## config.mk

```make
export PLATFORM = sky130hd
export DESIGN_NAME = chipset_io_hub_flat
export DESIGN_NICKNAME = d
export VERILOG_FILES = /design/src/rtl/chipset_io_hub_pkg.sv /design/src/rtl/chipset_io_hub_if.sv /design/src/rtl/chipset_io_hub_decoder.sv /design/src/rtl/chipset_io_hub.sv /design/src/flat_wrapper.sv
export SDC_FILE = /design/constraint.sdc
export NUM_CORES = 1
export LEC_CHECK = 0
export CAP_MARGIN = 20
export CORE_ASPECT_RATIO = 2
export CORE_MARGIN = 10
export CORE_UTILIZATION = 35
export CTS_CLUSTER_DIAMETER = 80
export CTS_CLUSTER_SIZE = 28
export DETAILED_ROUTE_END_ITERATION = 7
export PLACE_DENSITY_LB_ADDON = 0.08
export SLEW_MARGIN = 25
export SYNTH_ARGS = -nofsm -noshare
export SYNTH_HDL_FRONTEND = slang
export SYNTH_SLANG_ARGS = --single-unit
```

## constraint.sdc

```tcl
create_clock -name clock -period 6.7 [get_ports clock]
set_input_delay 1.675 -clock clock [delete_from_list [all_inputs] [get_ports clock]]
set_output_delay 1.675 -clock clock [all_outputs]
set_load 0.02 [all_outputs]
```

## src/rtl/chipset_io_hub_pkg.sv

```systemverilog
// Shared types and constants for the chipset I/O hub and its slot decoder.
package chipset_pkg;

  localparam int          IO_ADDR_W  = 10;
  localparam logic [7:0]  IDLE_DATA  = 8'hFF;
  localparam int          MAX_SLOTS  = 8;
  localparam int          SLOT_IDX_W = 3;

  typedef enum logic [1:0] {
    IDLE,
    WAIT,
    READY,
    HOLD
  } hub_state_e;

  function automatic logic slot_match(input logic [IO_ADDR_W-1:0] addr,
                                      input logic [IO_ADDR_W-1:0] base,
                                      input logic [IO_ADDR_W-1:0] mask);
    return ((addr & mask) == (base & mask));
  endfunction

endpackage

```

## src/rtl/chipset_io_hub_if.sv

```systemverilog
// CPU-side I/O bus of the hub: address, command strobes, read data and ready.
interface chipset_io_hub_if;
  import chipset_pkg::*;

  logic [IO_ADDR_W-1:0] ADDRESS;
  logic                 X_IO_OR_M;
  logic                 IOR_N;
  logic                 IOW_N;
  logic                 DEN_N;
  logic                 DT_OR_R;
  logic [7:0]           DATA_OUT;
  logic                 RDY;

  modport master (
    output ADDRESS, X_IO_OR_M, IOR_N, IOW_N, DEN_N, DT_OR_R,
    input  DATA_OUT, RDY
  );

  modport slave (
    input  ADDRESS, X_IO_OR_M, IOR_N, IOW_N, DEN_N, DT_OR_R,
    output DATA_OUT, RDY
  );

endinterface

```

## src/rtl/chipset_io_hub_decoder.sv

```systemverilog
// Combinational slot decoder: per-slot masked compare, lowest index wins.
module io_slot_decoder
  import chipset_pkg::*;
#(
  parameter int NUM_SLOTS = 4
) (
  input  logic [IO_ADDR_W-1:0]           addr_i,
  input  logic                           io_sel_i,
  input  logic [NUM_SLOTS*IO_ADDR_W-1:0] base_i,
  input  logic [NUM_SLOTS*IO_ADDR_W-1:0] mask_i,
  output logic                           hit_o,
  output logic [SLOT_IDX_W-1:0]          idx_o,
  output logic [NUM_SLOTS-1:0]           cs_n_o
);

  logic [NUM_SLOTS-1:0] match;

  for (genvar gi = 0; gi < NUM_SLOTS; gi++) begin : g_match
    assign match[gi] = io_sel_i &&
                       slot_match(addr_i,
                                  base_i[gi*IO_ADDR_W +: IO_ADDR_W],
                                  mask_i[gi*IO_ADDR_W +: IO_ADDR_W]);
  end

  // Scan downwards so the lowest matching slot is the last one written.
  always_comb begin
    hit_o = |match;
    idx_o = '0;
    for (int i = NUM_SLOTS - 1; i >= 0; i--) begin
      if (match[i]) begin
        idx_o = SLOT_IDX_W'(i);
      end
    end
  end

  for (genvar gi = 0; gi < NUM_SLOTS; gi++) begin : g_cs
    assign cs_n_o[gi] = !(hit_o && (idx_o == SLOT_IDX_W'(gi)));
  end

endmodule

```

## src/rtl/chipset_io_hub.sv

```systemverilog
// I/O hub: decodes CPU I/O cycles onto slot chip selects and paces RDY with wait states.
// Optional READY timeout is built in when CHIPSET_IO_HUB_TIMEOUT_EN is defined.
module chipset_io_hub
  import chipset_pkg::*;
#(
  parameter int          NUM_SLOTS      = 4,
  parameter int          WAIT_WIDTH     = 3,
  parameter logic [15:0] TIMEOUT_CYCLES = 16'd255
) (
  input  logic                           clock,
  input  logic                           reset,
  input  logic                           cpu_clock_posedge,
  chipset_io_hub_if.slave                bus,
  input  logic [NUM_SLOTS*IO_ADDR_W-1:0] slot_base,
  input  logic [NUM_SLOTS*IO_ADDR_W-1:0] slot_mask,
  input  logic [NUM_SLOTS*WAIT_WIDTH-1:0] slot_wait,
  input  logic [NUM_SLOTS-1:0]           slot_ready,
  input  logic [NUM_SLOTS*8-1:0]         slot_data,
  output logic [NUM_SLOTS-1:0]           slot_cs_n,
  output logic                           bus_timeout
);

  hub_state_e            state_q, state_d;
  logic [WAIT_WIDTH-1:0] cnt_q, cnt_d;
  logic [SLOT_IDX_W-1:0] winner_q, winner_d;
  logic [7:0]            rd_latch_q, rd_latch_d;
  logic                  is_read_q, is_read_d;

  logic                  hit;
  logic [SLOT_IDX_W-1:0] hit_idx;
  logic [WAIT_WIDTH-1:0] hit_wait;
  logic                  sel_ready;
  logic [7:0]            sel_data;
  logic                  strobe;

`ifdef CHIPSET_IO_HUB_TIMEOUT_EN
  logic [15:0] tmo_cnt_q, tmo_cnt_d;
  logic        timeout_q, timeout_d;
`endif

  io_slot_decoder #(
    .NUM_SLOTS(NUM_SLOTS)
  ) u_decoder (
    .addr_i  (bus.ADDRESS),
    .io_sel_i(bus.X_IO_OR_M),
    .base_i  (slot_base),
    .mask_i  (slot_mask),
    .hit_o   (hit),
    .idx_o   (hit_idx),
    .cs_n_o  (slot_cs_n)
  );

  assign strobe = !bus.IOR_N || !bus.IOW_N;

  // Wait count follows the live decode; ready/data follow the latched winner.
  always_comb begin
    hit_wait  = '0;
    sel_ready = 1'b0;
    sel_data  = IDLE_DATA;
    for (int i = 0; i < NUM_SLOTS; i++) begin
      if (hit_idx == SLOT_IDX_W'(i)) begin
        hit_wait = slot_wait[i*WAIT_WIDTH +: WAIT_WIDTH];
      end
      if (winner_q == SLOT_IDX_W'(i)) begin
        sel_ready = slot_ready[i];
        sel_data  = slot_data[i*8 +: 8];
      end
    end
  end

  always_comb begin
    state_d    = state_q;
    cnt_d      = cnt_q;
    winner_d   = winner_q;
    rd_latch_d = rd_latch_q;
    is_read_d  = is_read_q;
`ifdef CHIPSET_IO_HUB_TIMEOUT_EN
    tmo_cnt_d  = (state_q == READY) ? tmo_cnt_q : 16'd0;
    timeout_d  = 1'b0;
`endif
    case (state_q)
      IDLE: begin
        if (strobe && hit) begin
          state_d   = WAIT;
          cnt_d     = hit_wait;
          winner_d  = hit_idx;
          is_read_d = !bus.IOR_N;
        end
      end
      WAIT: begin
        if (!strobe) begin
          state_d = IDLE;
        end else if (cnt_q == '0) begin
          state_d = READY;
        end else if (cpu_clock_posedge) begin
          cnt_d = cnt_q - WAIT_WIDTH'(1);
        end
      end
      READY: begin
        if (!strobe) begin
          state_d = IDLE;
        end else if (sel_ready) begin
          state_d = HOLD;
          if (is_read_q) begin
            rd_latch_d = sel_data;
          end
        end
`ifdef CHIPSET_IO_HUB_TIMEOUT_EN
        else if (cpu_clock_posedge) begin
          if (tmo_cnt_q + 16'd1 >= TIMEOUT_CYCLES) begin
            state_d    = HOLD;
            rd_latch_d = IDLE_DATA;
            timeout_d  = 1'b1;
          end else begin
            tmo_cnt_d = tmo_cnt_q + 16'd1;
          end
        end
`endif
      end
      HOLD: begin
        if (!strobe) begin
          state_d = IDLE;
        end
      end
      default: state_d = IDLE;
    endcase
  end

  always_ff @(posedge clock) begin
    if (reset) begin
      state_q    <= IDLE;
      cnt_q      <= '0;
      winner_q   <= '0;
      rd_latch_q <= IDLE_DATA;
      is_read_q  <= 1'b0;
    end else begin
      state_q    <= state_d;
      cnt_q      <= cnt_d;
      winner_q   <= winner_d;
      rd_latch_q <= rd_latch_d;
      is_read_q  <= is_read_d;
    end
  end

`ifdef CHIPSET_IO_HUB_TIMEOUT_EN
  always_ff @(posedge clock) begin
    if (reset) begin
      tmo_cnt_q <= 16'd0;
      timeout_q <= 1'b0;
    end else begin
      tmo_cnt_q <= tmo_cnt_d;
      timeout_q <= timeout_d;
    end
  end

  assign bus_timeout = timeout_q;
`else
  assign bus_timeout = 1'b0;

  // The limit only matters when the timeout counter is built in.
  if (TIMEOUT_CYCLES == 16'd0) begin : g_timeout_unused
  end
`endif

  assign bus.RDY      = (state_q == IDLE) || (state_q == HOLD);
  assign bus.DATA_OUT = ((state_q == HOLD) && !bus.DEN_N && !bus.DT_OR_R) ? rd_latch_q : IDLE_DATA;

endmodule
```

## src/flat_wrapper.sv

```systemverilog
// flat-port wrapper written by rule: the top's interface ports become plain ports
module chipset_io_hub_flat import chipset_pkg::*;
#(
  parameter int          NUM_SLOTS      = 4,
  parameter int          WAIT_WIDTH     = 3,
  parameter logic [15:0] TIMEOUT_CYCLES = 16'd255
)
  (clock, reset, cpu_clock_posedge, slot_base, slot_mask, slot_wait, slot_ready, slot_data, slot_cs_n, bus_timeout, bus_ADDRESS, bus_X_IO_OR_M, bus_IOR_N, bus_IOW_N, bus_DEN_N, bus_DT_OR_R, bus_DATA_OUT, bus_RDY);
  chipset_io_hub_if bus_i ();
  input  logic clock;
  input  logic reset;
  input  logic cpu_clock_posedge;
  input  logic [NUM_SLOTS*IO_ADDR_W-1:0] slot_base;
  input  logic [NUM_SLOTS*IO_ADDR_W-1:0] slot_mask;
  input  logic [NUM_SLOTS*WAIT_WIDTH-1:0] slot_wait;
  input  logic [NUM_SLOTS-1:0] slot_ready;
  input  logic [NUM_SLOTS*8-1:0] slot_data;
  output logic [NUM_SLOTS-1:0] slot_cs_n;
  output logic bus_timeout;
  input wire logic [$bits(bus_i.ADDRESS)-1:0] bus_ADDRESS;
  input wire logic [$bits(bus_i.X_IO_OR_M)-1:0] bus_X_IO_OR_M;
  input wire logic [$bits(bus_i.IOR_N)-1:0] bus_IOR_N;
  input wire logic [$bits(bus_i.IOW_N)-1:0] bus_IOW_N;
  input wire logic [$bits(bus_i.DEN_N)-1:0] bus_DEN_N;
  input wire logic [$bits(bus_i.DT_OR_R)-1:0] bus_DT_OR_R;
  output wire logic [$bits(bus_i.DATA_OUT)-1:0] bus_DATA_OUT;
  output wire logic [$bits(bus_i.RDY)-1:0] bus_RDY;
  assign bus_i.ADDRESS = bus_ADDRESS;
  assign bus_i.X_IO_OR_M = bus_X_IO_OR_M;
  assign bus_i.IOR_N = bus_IOR_N;
  assign bus_i.IOW_N = bus_IOW_N;
  assign bus_i.DEN_N = bus_DEN_N;
  assign bus_i.DT_OR_R = bus_DT_OR_R;
  assign bus_DATA_OUT = bus_i.DATA_OUT;
  assign bus_RDY = bus_i.RDY;
  chipset_io_hub #(.NUM_SLOTS(NUM_SLOTS), .WAIT_WIDTH(WAIT_WIDTH), .TIMEOUT_CYCLES(TIMEOUT_CYCLES)) u_core (.clock(clock), .reset(reset), .cpu_clock_posedge(cpu_clock_posedge), .bus(bus_i), .slot_base(slot_base), .slot_mask(slot_mask), .slot_wait(slot_wait), .slot_ready(slot_ready), .slot_data(slot_data), .slot_cs_n(slot_cs_n), .bus_timeout(bus_timeout));
endmodule
```

Word-level counts from Yosys, hierarchy flattened
Index checks and enable logic that the tools add are counted.

Shift-type cells: 0. $lt $le $gt $ge: 0. Equality and inequality tests: 20. Mux-type cells: 29. Bitwise operators: 8. Reduce and logical (&&, ||, !) cells: 31. Div/mod/pow operators: 0. Add/subtract/negate cells: 1. Multiply operators: 0.

Operator list (count): $and 10x10->10 (8); $eq 10x10->1 (4); $mux 8 (5); $mux 3 (11); $mux 2 (7); $eq 3x2->1 const B (4); $logic_and 1x1->1 (11); $logic_not 3->1 (3); $logic_not 1->1 (8); $pmux 2 s4 (1); $reduce_and 4->1 (2); $eq 3x1->1 const B (2); $ne 2x2->1 const B (3); $pmux 3 s2 (1); $reduce_and 5->1 (1); $eq 2x2->1 const B (2); $mux 1 (4); $ne 2x1->1 const B (2); $reduce_or 4->1 (1); $ne 3x2->1 const B (1); $ne 3x3->1 const B (1); $sub 3x1->3 const B (1); $eq 2x1->1 const B (1); $logic_not 2->1 (1); other kinds (3) (4).

Bits in read-only memories: 0. Bits in writable memories: 0. Memories kept: 0. Output and inout port bits: 14. Bits of input ports: 146. Register bits: 17. Bits in latches: 0.

Longest topological paths before layout
Gate-level depths: netlist of run 1.

Depth in word-level cells: 14. Depth in mapped cells: 10. Mapped depth without buffers: 9.

Cells and area by module
Synthesis of run 1 repeated with hierarchy kept, for this count alone.

Cells, all modules: 207. Area, all modules: 1961.9 sq um.

Modules (own cells, without submodules): chipset_io_hub (cells an instance 128, area an instance 1306.3 sq um, times used 1); io_slot_decoder (cells an instance 79, area an instance 655.6 sq um, times used 1).

Least setup slack after synthesis of run 1
Ideal clock, no wire load.

Path type: input port to output port. Start point: in bus_ADDRESS[1]. End point: out slot_cs_n[3]. Stages on the path: 6. Setup slack: 2.112 ns. Arrival time: 2.913 ns. Required time: 5.025 ns. Path through: xor2_1 a222oi_1 nand4_1 nor2_2 nor4b_4 inv_1.

Cells in the longest elaborated chain, start to end: 10.

RTL lines: from (decl) (line flat_wrapper.sv:20) `input wire logic [$bits(bus_i.ADDRESS)-1:0] bus_ADDRESS;`; $and 10x10->10 (line chipset_io_hub_pkg.sv:19) `return ((addr & mask) == (base & mask));`; $eq 10x10->1 (line chipset_io_hub_pkg.sv:19); $logic_and 1x1->1 (line chipset_io_hub_decoder.sv:19) `assign match[gi] = io_sel_i &&`; $mux 2 (line chipset_io_hub_decoder.sv:30) `if (match[i]) begin`; $mux 3 (3 in series) (line chipset_io_hub_decoder.sv:30); $eq 3x2->1 (line chipset_io_hub_decoder.sv:37) `assign cs_n_o[gi] = !(hit_o && (idx_o == SLOT_IDX_W'(gi)));`; $logic_and 1x1->1 * (line chipset_io_hub_decoder.sv:37); $logic_not 1->1 * (line chipset_io_hub_decoder.sv:37); to (decl) (line flat_wrapper.sv:18) `output logic [NUM_SLOTS-1:0] slot_cs_n;`.

Every way passes the cells marked *; elsewhere a longest branch is shown, timed or not.

Worst setup path in the final report of run 1
Start point: in bus_ADDRESS[1]. End point: out slot_cs_n[2].

Same word-level chain as after synthesis.

==> impl_metrics.ini, run 1 <==
[floorplan]
rows = 37
dieArea_um2 = 8640
die_w_um = 70.9
io_pins = 160
core_um2 = 5090
die_h_um = 122
start_util = 0.356

[route]
drc = 0
via_per_inst = 5.03
dr.pass1.iters = 4
ant_nets = 0
drt_iter0_drc = 45
wl_per_cell_um = 18.0
totalWireLength_mm = 7.53
vias = 2109

[sta]
setup_viol = 0
finalHoldViolCount = 0
clock_skew_ns = 0.00214
tightest_slew_ns = 0.653
period_share = 0.874
post-route-min-period_ns = 5.85
finalMaxSlewViolations = 0
fin_setup_tns_ns = 0
rsz0062_at_grt = no
max-slew-margin-rel = 0.563
holdWs_ns = 0.450
fmax_mhz = 171

[clock_network]
cts_post_setup_buffers_inserted = 0
cts_inserted_buffers = 3
h-tree-depth = 1
clkSlewWorstSetupHoldPaths_ns = 0.06
cts-root-buf = clkbuf_8
clk_latency_ns = 0.24
postCtsHoldBufs = 0
cts_max_path_buffers = 2
clock-sinks = 16
cts-resized-gates = 0
cts_tree = done

[worst_setup_path]
crit_type = in2out
reg2reg_from = u_core.winner_q[0]$_SDFFE_PP0P_
crit_required_ns = 5.03
end_kind = output port
critPathLaunchType = input port
cp_max_fo = 4
crit_start = bus_ADDRESS[1]
cp.arrival_ns = 4.18

[grt]
grt.overflow.total = 0
grt_max_degree = 18
grt_pass1_vias = 2392
grt_pass1_wl_mm = 12.0
gr-usage-all-layers = 0.171
antenna_found_initial = 0

[place]
place.gp.congestion = 0.738
hpwl_mm = 6.99
placed_area_um2 = 3440
port_buffers = 158

[synth]
synth-async-reset-ratio = 0
synth_simple_gate_area_frac = 0.214
synth_fa_ha_area_frac = 0.0414
ys_types = 45
netlist_instances = 207
synth_top_family_by_area = compound AO/OA/AOI/OAI gates
synthXorXnorAreaFrac = 0.193
syn_avg_cell_area_um2 = 8.76
synth_edf_count = 0
synth.area.mux_share = 0.117
synth_seq_cells = 16
synth_compound_area_frac = 0.216
synth-seq-area-share = 0.177
synth-main-ff-cell = dfxtp_1
synth_warnings = 0
syn_nets = 359
syn_area_um2 = 1810

[layout]
seq_area_um2 = 320
postLayoutCellArea_um2 = 3480
n_fill_cell = 426
multi_input_area_um2 = 1430
final_common_cell = clkdlybuf4s50_1
layout.cells.most_common_list = clkdlybuf4s50_1, xor2_1, nand2_1
utilization = 0.684
num-nets-final = 515
area_growth_syn_to_layout_pct = 92.0
layout-drive-gt1-share = 0.0609
antenna_cells = 0

[worst_hold_path]
hp-start = u_core.rd_latch_q[1]$_SDFFE_PP1P_
hp-class = reg2reg

[job]
drv_cap = 0

[power]
peakVddDrop_mv = 0.0962
p_total_uw = 397
p_leak_nw = 1.28
pwr_density_cell_nw_per_um2 = 114

[outcome]
status = complete, no violations
## cells in the mapped netlist, types with 2 or more instances
library cell	count	area share
buf_1	2	0.0041
mux4_2	9	0.11
nand2b_1	8	0.028
a22oi_1	14	0.058
a31oi_1	2	0.0069
a21oi_1	3	0.0083
o21ai_0	4	0.011
nor3_1	2	0.0055
a2111o_1	2	0.012
nand2_1	22	0.046
clkbuf_1	3	0.0062
inv_1	11	0.023
nor2_1	6	0.012
or3_1	2	0.0069
a221oi_1	4	0.019
a222oi_1	2	0.011
nand4_1	3	0.010
nor2b_1	12	0.041
ha_1	6	0.041
dfxtp_1	16	0.18
xor2_1	40	0.19
a211o_1	9	0.043
nand3_1	2	0.0055
nand3b_1	2	0.0083
## metal layers
metal / track usage / vias up / routed length, µm
met5: 0 / - / 0
met4: 0.0377 / 0 / 85
met3: 0.0846 / 6 / 820
met2: 0.356 / 84 / 4560
met1: 0.129 / 957 / 2060
li1: - / 1062 / -
## flip-flops by register name (all words and copies together) (netlist names)
register / count
u_core.rd_latch_q: 8
u_core.cnt_q: 3
u_core.state_q: 2
u_core.winner_q: 2
u_core.is_read_q: 1
## worst max-delay path, cell delays in order
cell and delay (ns):
clkdlybuf4s50_1 0.52, xor2_1 0.21, a22oi_1 0.19, nand2_1 0.13, or3_1 0.41, nor3_1 0.38, inv_1 0.10, clkdlybuf4s50_1 0.57
## report_power, final
group	total [mW]	internal [mW]	switching [mW]	leakage, nW
clock	0.0696	0.0397	0.0299	0.0216
sequential	0.111	0.104	0.00643	0.130
combinational	0.216	0.132	0.0843	1.13
## per-stage QoR
stage	setup WS (ns)	cells
final	0.846	419
after global routing	0.609	419
after CTS	0.790	419
after detailed placement	0.802	416
after global placement	0.872	416
after floorplan	2.11	207
## cell type report
class | instances | share of cell area
inverter | 11 | 0.0119
sequential | 16 | 0.0920
clock buffer | 3 | 0.0119
tap | 58 | 0.0208
multi-input combinational | 173 | 0.409
timing repair buffer | 158 | 0.454
## final timing paths
path | end | slack [ns] | cells after the start
worst max-delay path | slot_cs_n[2] | 0.85 | 8
worst min-delay path | u_core.rd_latch_q[1]$_SDFFE_PP1P_ | 0.45 | 1
worst max register to register | u_core.rd_latch_q[5]$_SDFFE_PP1P_ | 4.37 | 4
worst min register to register | u_core.rd_latch_q[1]$_SDFFE_PP1P_ | 0.45 | 1
## kinds of logic (layout without fill, tap and decap cells)
| logic type | count (synthesis) | in the layout |
|---|---|---|
| simple gates | 67 | 67 |
| buf+inv | 18 | 172 |
| mux | 10 | 10 |
| flops | 16 | 16 |
| other cells | 1 | 1 |
| xor+xnor | 40 | 40 |
| compound gates | 49 | 49 |
| fa+ha+maj | 6 | 6 |
Note: power is estimated with default switching activity, not from simulation.
==> run 2, diff against run 1 <==
--- a/config.mk
+++ b/config.mk
@@ -8,7 +8,7 @@
 export CAP_MARGIN = 20
 export CORE_ASPECT_RATIO = 2
 export CORE_MARGIN = 10
-export CORE_UTILIZATION = 35
+export CORE_UTILIZATION = 25
 export CTS_CLUSTER_DIAMETER = 80
 export CTS_CLUSTER_SIZE = 28
 export DETAILED_ROUTE_END_ITERATION = 7
==> run 2 against run 1 <==
  * Flip-flop and latch count is the same
  * Routed wire length grew 5.1%
  * Clock skew shrank 0.00085 ns
  * Highest routed layer unchanged
  * Critical path type unchanged
==> impl_metrics.ini, run 2 (same netlist as run 1, synthesis figures left out) <==
[place]
port_buffers = 158
dp_cells = 450
pre_cts_ws_ns = 0.717
placed_area_um2 = 3490
hpwl_mm = 7.35
place.gp.congestion = 0.776

[sta]
fin_ws_ns = 0.751
post-route-min-period_ns = 5.95
max-slew-margin-rel = 0.562
setup_viol = 0
rsz0062_at_grt = no
tightest_slew_ns = 0.656
fmax_mhz = 168
clock_skew_ns = 0.00129
holdWs_ns = 0.449
fin_setup_tns_ns = 0
finalMaxSlewViolations = 0
finalHoldViolCount = 0
period_share = 0.888

[worst_setup_path]
rr_endpoint = u_core.cnt_q[2]$_SDFFE_PP0P_
crit_start = bus_ADDRESS[3]
reg2reg_setup_slack_ns = 4.42
crit_type = in2out
reg2reg_from = u_core.state_q[1]$_SDFFE_PP0P_
end_kind = output port
cp_max_fo = 4
crit_end = slot_cs_n[1]
cp.arrival_ns = 4.27
critPathLaunchType = input port
reg2reg_depth = 9
crit_required_ns = 5.03

[layout]
n_fill_cell = 692
antenna_cells = 0
layout.cells.most_common_list = clkdlybuf4s50_1, xor2_1, nand2_1
final_common_cell = clkdlybuf4s50_1
stdcell_count = 453
regMostFlops = u_core.rd_latch_q
reg.largest.list = u_core.rd_latch_q x8, u_core.cnt_q x3
num-nets-final = 517
layout-drive-gt1-share = 0.0634
postLayoutCellArea_um2 = 3570
area_growth_syn_to_layout_pct = 96.6
utilization = 0.510
largest_reg_flops = 8

[route]
ant_nets = 0
totalWireLength_mm = 7.92
drc = 0
dr.pass1.iters = 6
drt_iter0_drc = 93
via_per_inst = 4.72
wl_per_cell_um = 17.5
vias = 2138

[grt]
grt_pass1_wl_mm = 12.2
grt.overflow.total = 0
grt_max_degree = 18
grt_pass1_vias = 2476
gr-usage-all-layers = 0.137
antenna_found_initial = 0

[power]
peakVddDrop_mv = 0.0760
p_leak_nw = 1.31
p_total_uw = 442
pwr_density_cell_nw_per_um2 = 124

[floorplan]
die_w_um = 80.2
dieArea_um2 = 11300
start_util = 0.259
rows = 43
io_pins = 160
die_h_um = 140
core_um2 = 6990

[clock_network]
h-tree-depth = 1
postCtsHoldBufs = 0
cts-root-buf = clkbuf_16
cts-resized-gates = 0
clkSlewWorstSetupHoldPaths_ns = 0.05
cts_tree = done
cts_post_setup_buffers_inserted = 0
cts_inserted_buffers = 3
clock-sinks = 16
clk_latency_ns = 0.24
cts_max_path_buffers = 2

[job]
drv_cap = 0

[outcome]
status = complete, no violations

[worst_hold_path]
hp-class = reg2reg
[run 2: where the power goes]
part	leakage [nW]	switching [mW]	internal [mW]
sequential	0.130	0.00608	0.105
clock	0.0370	0.0352	0.0783
combinational	1.14	0.0860	0.131
[run 2: routing by layer]
metal	vias up	share of wire	track usage
li1	1075	-	-
met1	958	0.30	0.109
met4	0	0.010	0.0280
met5	-	0	0
met3	4	0.10	0.0596
met2	101	0.59	0.281
[run 2: worst min-delay path by stage]
| stage | from | end | depth (start not counted) |
|---|---|---|---|
| floorplan | u_core.rd_latch_q[0]$_SDFFE_PP1P_ | u_core.rd_latch_q[0]$_SDFFE_PP1P_ | 1 |
| CTS | u_core.rd_latch_q[5]$_SDFFE_PP1P_ | u_core.rd_latch_q[5]$_SDFFE_PP1P_ | 1 |
| finish | u_core.rd_latch_q[5]$_SDFFE_PP1P_ | u_core.rd_latch_q[5]$_SDFFE_PP1P_ | 1 |
| detailed placement | u_core.rd_latch_q[5]$_SDFFE_PP1P_ | u_core.rd_latch_q[5]$_SDFFE_PP1P_ | 1 |
| global placement | u_core.rd_latch_q[6]$_SDFFE_PP1P_ | u_core.rd_latch_q[6]$_SDFFE_PP1P_ | 1 |
| global route | u_core.rd_latch_q[2]$_SDFFE_PP1P_ | u_core.rd_latch_q[2]$_SDFFE_PP1P_ | 1 |
[run 2: critical path: stages]
cell and delay, ns:
clkdlybuf4s50_1 0.54, xor2_1 0.22, a222oi_1 0.46, nand4_1 0.25, nor3_1 0.48, inv_1 0.09
clkdlybuf4s50_1 0.56
[run 2: area by class of cell]
cell class / instances / area (µm²) / area share
timing repair buffer: 160 / 1600 / 0.448
clock buffer: 3 / 75.1 / 0.0210
inverter: 11 / 41.3 / 0.0116
tap: 90 / 113 / 0.0316
sequential: 16 / 320 / 0.0898
multi-input combinational: 173 / 1420 / 0.398
